===== config.mk =====
export PLATFORM = sky130hd
export DESIGN_NAME = data_mem_dump_ctrl
export DESIGN_NICKNAME = d
export VERILOG_FILES = /design/src/rtl/data_mem_dump_ctrl.sv
export SDC_FILE = /design/constraint.sdc
export NUM_CORES = 1
export LEC_CHECK = 0
export CAP_MARGIN = 20
export CORE_MARGIN = 5
export CORE_UTILIZATION = 49
export DETAILED_ROUTE_END_ITERATION = 10
export PLACE_DENSITY = 0.85
export SYNTH_ARGS = -nofsm -noshare
export SYNTH_HDL_FRONTEND = slang
export SYNTH_SLANG_ARGS = --single-unit

===== constraint.sdc =====
create_clock -name i_clk -period 1.9 [get_ports i_clk]
set_input_delay 0.38 -clock i_clk [delete_from_list [all_inputs] [get_ports i_clk]]
set_output_delay 0.38 -clock i_clk [all_outputs]
set_load 0.02 [all_outputs]

===== src/rtl/data_mem_dump_ctrl.sv =====
// rtl/data_mem_dump_ctrl.sv - debug sequencer dumping data memory words as LSB-first bytes
module data_mem_dump_ctrl #(
  parameter int NB_DEPTH = 8,
  parameter int NB_DATA  = 32,
  parameter int NB_BYTE  = 8
) (
  input  logic                i_clk,
  input  logic                i_rst,
  input  logic                i_start,
  output logic                o_busy,
  output logic                o_done,
  output logic                o_mem_debug_enb,
  output logic [NB_DEPTH-3:0] o_mem_addr,
  input  logic [NB_DATA-1:0]  i_mem_data,
  output logic [NB_BYTE-1:0]  o_tx_data,
  output logic                o_tx_valid,
  input  logic                i_tx_ready
);

  localparam int NB_ADDR = NB_DEPTH - 2;
  localparam logic [NB_ADDR-1:0] ADDR_LAST = '1;
  localparam logic [NB_ADDR-1:0] ADDR_ONE  = NB_ADDR'(1);
  localparam logic [1:0]         BYTE_LAST = 2'd3;

  typedef enum logic [2:0] {
    S_IDLE,
    S_READ,
    S_CAPTURE,
    S_SEND,
    S_DONE
  } state_t;

  state_t               state_q, state_d;
  logic [NB_ADDR-1:0]   addr_q, addr_d;
  logic [1:0]           byte_cnt_q, byte_cnt_d;
  logic [NB_DATA-1:0]   word_q, word_d;
  logic [NB_BYTE-1:0]   tx_data_q, tx_data_d;
  logic                 tx_valid_q, tx_valid_d;
  logic [1:0]           byte_cnt_nxt;

  // State and datapath registers; reset also aborts a dump in flight and drops the pending byte
  always_ff @(posedge i_clk) begin
    if (i_rst) begin
      state_q    <= S_IDLE;
      addr_q     <= '0;
      byte_cnt_q <= '0;
      word_q     <= '0;
      tx_data_q  <= '0;
      tx_valid_q <= 1'b0;
    end else begin
      state_q    <= state_d;
      addr_q     <= addr_d;
      byte_cnt_q <= byte_cnt_d;
      word_q     <= word_d;
      tx_data_q  <= tx_data_d;
      tx_valid_q <= tx_valid_d;
    end
  end

  // Next-state logic: read a word, capture it, stream its four bytes, advance until the last word
  always_comb begin
    state_d      = state_q;
    addr_d       = addr_q;
    byte_cnt_d   = byte_cnt_q;
    word_d       = word_q;
    tx_data_d    = tx_data_q;
    tx_valid_d   = tx_valid_q;
    byte_cnt_nxt = byte_cnt_q + 2'd1;
    case (state_q)
      S_IDLE: begin
        if (i_start) begin
          addr_d  = '0;
          state_d = S_READ;
        end
      end
      S_READ: begin
        state_d = S_CAPTURE;
      end
      S_CAPTURE: begin
        word_d     = i_mem_data;
        byte_cnt_d = '0;
        tx_data_d  = i_mem_data[NB_BYTE-1:0];
        tx_valid_d = 1'b1;
        state_d    = S_SEND;
      end
      S_SEND: begin
        if (tx_valid_q && i_tx_ready) begin
          if (byte_cnt_q != BYTE_LAST) begin
            byte_cnt_d = byte_cnt_nxt;
            tx_data_d  = word_q[int'(byte_cnt_nxt) * NB_BYTE +: NB_BYTE];
          end else begin
            tx_valid_d = 1'b0;
            if (addr_q == ADDR_LAST) begin
              state_d = S_DONE;
            end else begin
              addr_d  = addr_q + ADDR_ONE;
              state_d = S_READ;
            end
          end
        end
      end
      S_DONE: begin
        addr_d  = '0;
        state_d = S_IDLE;
      end
      default: begin
        state_d = S_IDLE;
      end
    endcase
  end

  // Memory returns to pipeline access whenever no word is being read or streamed
  always_comb begin
    o_busy          = (state_q != S_IDLE);
    o_done          = (state_q == S_DONE);
    o_mem_debug_enb = (state_q == S_IDLE) || (state_q == S_DONE);
    o_mem_addr      = addr_q;
    o_tx_data       = tx_data_q;
    o_tx_valid      = tx_valid_q;
  end

endmodule


==> reports/metrics.yaml <==
grt_pass1_wl_mm: 9.29
hold_violations: 0
grt_max_degree: 34
final_cells: 373
min_period_over_period_pct: 96.2
rr_startpoint: "o_mem_addr[1]$_SDFFE_PP0P_"
synth_top_area_share_pct: 46.0
max_cap_violations: 0
area.growth.synth_to_final_pct: 32.3
postCtsSetupRepairBufs: 0
rows: 24
met1_usage_pct: 25.4
min_path_type: "register to register"
rsz0062_at_grt: "no"
cts_root_buf: "clkbuf_8"
gr-total-overflow: 0
antenna_found_initial: 0
clock_latency_ns: 0.31
dieWidth_um: 77.9
power.internal_uw: 1700
use_met2_pct: 29.3
worstPathMaxFanout: 4
synth_top_area_cell: "dfxtp_1"
powerDensity_nw_per_um2: 760
grt_busiest_layer: "met2"
cts.repair.resized: 3
setup_tns_ns: 0
viasPerCell: 5.65
yosysWarnings: 0
seqCellArea_um2: 1040
slowest_stage: "or3_2"
synth_area_um2: 2260
portBuffers: 53
wl_per_cell_um: 15.0
dr.pass1.iters: 4
die_area_um2: 6080
tritoncts: "yes"
drive_above_1_share_pct: 12.5
p_clk_share_pct: 33.1
power_frac_seq_pct: 51.6
cts_hold_buf: 0
cts_sinks: 52
ys_seq_area_share_pct: 46.0
sw_frac_of_total_pct: 25.1
whs_ns: 0.456
arrival_ns: 1.45
crit_chain: "or3_2 > dlygate4sd2_1"
drc: 0
p_comb_share_pct: 15.2
max_freq_ghz: 0.547
dpl_worst_slack_ns: -0.0238
avgSynthCellArea_um2: 8.57
nNetsFinal: 358
multi_input_area_um2: 1130
place_inst: 365
diodes: 0
cp-end-kind: "output pin"
leakage_uw: 0.00108
initial_core_util_pct: 51.2
synth_cells: 264
ys_top_cells_by_area: "dfxtp_1 (46%), nand2_1 (13%), a21oi_1 (9.5%)"
skew_ns: 0.00976
syn_nets: 302
rr_worst_depth: 5
finalWorstSetupSlack_ns: 0.0715
p_switching_uw: 571
r2r-end: "o_mem_addr[5]$_SDFFE_PP0P_"
gp_congestion: 0.849
crit_start: "state_q[1]$_SDFFE_PP0P_"
slowest_delay_ns: 0.45
run_status: "finished, final reports clean"
drtIter0Drc: 196
synth_cell_type_count: 37
num_vias: 2107
h-tree-depth: 2
drv_slew: 0
n_fill_cell: 359
ys_ff_latch: 52
total_power_uw: 2270
start_kind: "register"
drtAntennaViolNets: 0
clk_pin_slew_ns: 0.09
core_area_um2: 4410
fp.dieH_um: 77.9
grt_pass1_vias: 1941
crit_type: "register to output pin"
hpwl_mm: 3.98
track_usage_pct: 18.8
slew_headroom_pct: 73.6
tightest_slew_ns: 0.397
crit_path_end: "o_busy"
peakVddDrop_mv: 0.474
cts_buffers: 5
setup_viol: 0
io_pins: 54
reg2reg_slack_ns: 0.09
final.min_clock_period_ns: 1.83
crit_required_ns: 1.52
met3_usage_pct: 4.75
wl_mm: 5.61
clockBufferDepth: 2
==> Yosys cell counts <==
cell type   n
mux4_2      8
nand3b_4    1
mux2_2      1
dfxtp_1    52
or3_2       1
inv_1       6
o31ai_1     1
clkbuf_1   14
or2_2       1
nand3_1     6
nand4_1     2
nand2b_1    2
a21boi_0    1
and3_2      1
o211a_1     1
a311o_1     2
a21oi_2     1
o31a_1      1
buf_2       4
o211ai_1    2
o41a_2      1
a21o_1      1
and4bb_2    1
a21oi_1    43
nand2_1    78
and3_1      1
nor4_1      2
and4_4      1
ha_1        2
and2_1      1
o21ai_0     4
mux2i_1     1
o22ai_1     1
o221ai_1    8
o21a_1      1
nand3b_1    2
nor2_1      8
==> cells in the final DEF, fill, tap and decap left out, drive strengths merged <==
cell,netlist,routed
nand2,78,78
dfxtp,52,52
clkdlybuf4s50,0,50
a21oi,44,44
buf,4,14
mux4,8,8
o221ai,8,8
nor2,8,8
clkbuf,14,7
inv,6,6
nand3,6,6
o21ai,4,4
nand3b,3,3
a311o,2,2
o211ai,2,2
nand4,2,2
nand2b,2,2
nor4,2,2
ha,2,2
dlygate4sd2,0,2
and3,2,2
or2,1,1
and2,1,1
or3,1,1
o21a,1,1
mux2i,1,1
mux2,1,1
o31ai,1,1
a21boi,1,1
o211a,1,1
and4bb,1,1
o41a,1,1
a21o,1,1
o31a,1,1
o22ai,1,1
and4,1,1
clkinv,0,1
bufinv,0,1
==> routing by layer <==
metal	wire length, um	part of all wire, %
met1	2470	44
met2	2660	47
met3	398	7.1
met4	88	1.6
met5	0	0
==> critical path, delay by kind of cell (launching register included) <==
| kind | cells | cell delay [ns] |
|---|---|---|
| AND/OR/NAND/NOR | 1 | 0.45 |
| flip-flops | 1 | 0.36 |
| buffers and inverters | 1 | 0.33 |
==> power by group through the flow <==
| stage | Combinational, uW | Sequential (uW) | Clock [uW] |
|---|---|---|---|
| floorplan | 170 | 1210 | 0 |
| global placement | 341 | 1200 | 0 |
| detailed placement | 346 | 1200 | 0 |
| CTS | 345 | 1170 | 758 |
| global route | 380 | 1180 | 804 |
| finish | 346 | 1170 | 753 |
==> worst min-delay path by stage <==
| stage | start | cells after the start | slack, ns | to |
|---|---|---|---|---|
| 2_1_floorplan | word_q[0]$_SDFFE_PP0N_ | 2 | 0.43 | word_q[0]$_SDFFE_PP0N_ |
| 3_3_place_gp | word_q[1]$_SDFFE_PP0N_ | 2 | 0.44 | word_q[1]$_SDFFE_PP0N_ |
| 3_5_place_dp | word_q[0]$_SDFFE_PP0N_ | 2 | 0.45 | word_q[0]$_SDFFE_PP0N_ |
| 4_1_cts | word_q[0]$_SDFFE_PP0N_ | 2 | 0.46 | word_q[0]$_SDFFE_PP0N_ |
| 5_1_grt | o_tx_data[4]$_SDFFE_PP0P_ | 2 | 0.48 | o_tx_data[4]$_SDFFE_PP0P_ |
| 6_report | word_q[0]$_SDFFE_PP0N_ | 2 | 0.46 | word_q[0]$_SDFFE_PP0N_ |
==> per-stage QoR <==
stage / utilization [%] / instance area [um2]
final: 67.8 / 2990
after floorplan: - / 2260
after detailed placement: 65.5 / 2890
after CTS: 67.9 / 3000
after global routing: 67.8 / 2990
after global placement: 65.5 / 2890
==> flip-flops by register name, summed over array words and instances, names as in the netlist <==
register / cells
o_tx_valid: 1
state_q: 3
o_tx_data: 8
word_q: 32
byte_cnt_q: 2
o_mem_addr: 6
==> logic make-up after synthesis <==
logic type	count (synthesis)	synth area share [%]
multiplexers	10	8.90
buffers and inverters	24	4.20
AND/OR/NAND/NOR	108	21.3
AO/OA/AOI/OAI	68	18.4
adder cells (fa/ha/maj)	2	1.11
flip-flops	52	46.0
==> layout make-up <==
| cell class | count | area share, % |
|---|---|---|
| clock buffers | 6 | 2.42 |
| clock inverters | 2 | 1.17 |
| inverters | 6 | 0.753 |
| multi-input cells | 188 | 37.7 |
| flip-flops and latches | 52 | 34.8 |
| well taps | 52 | 2.17 |
| repair buffers | 67 | 21.0 |
Power figures use the tool's default switching activity.
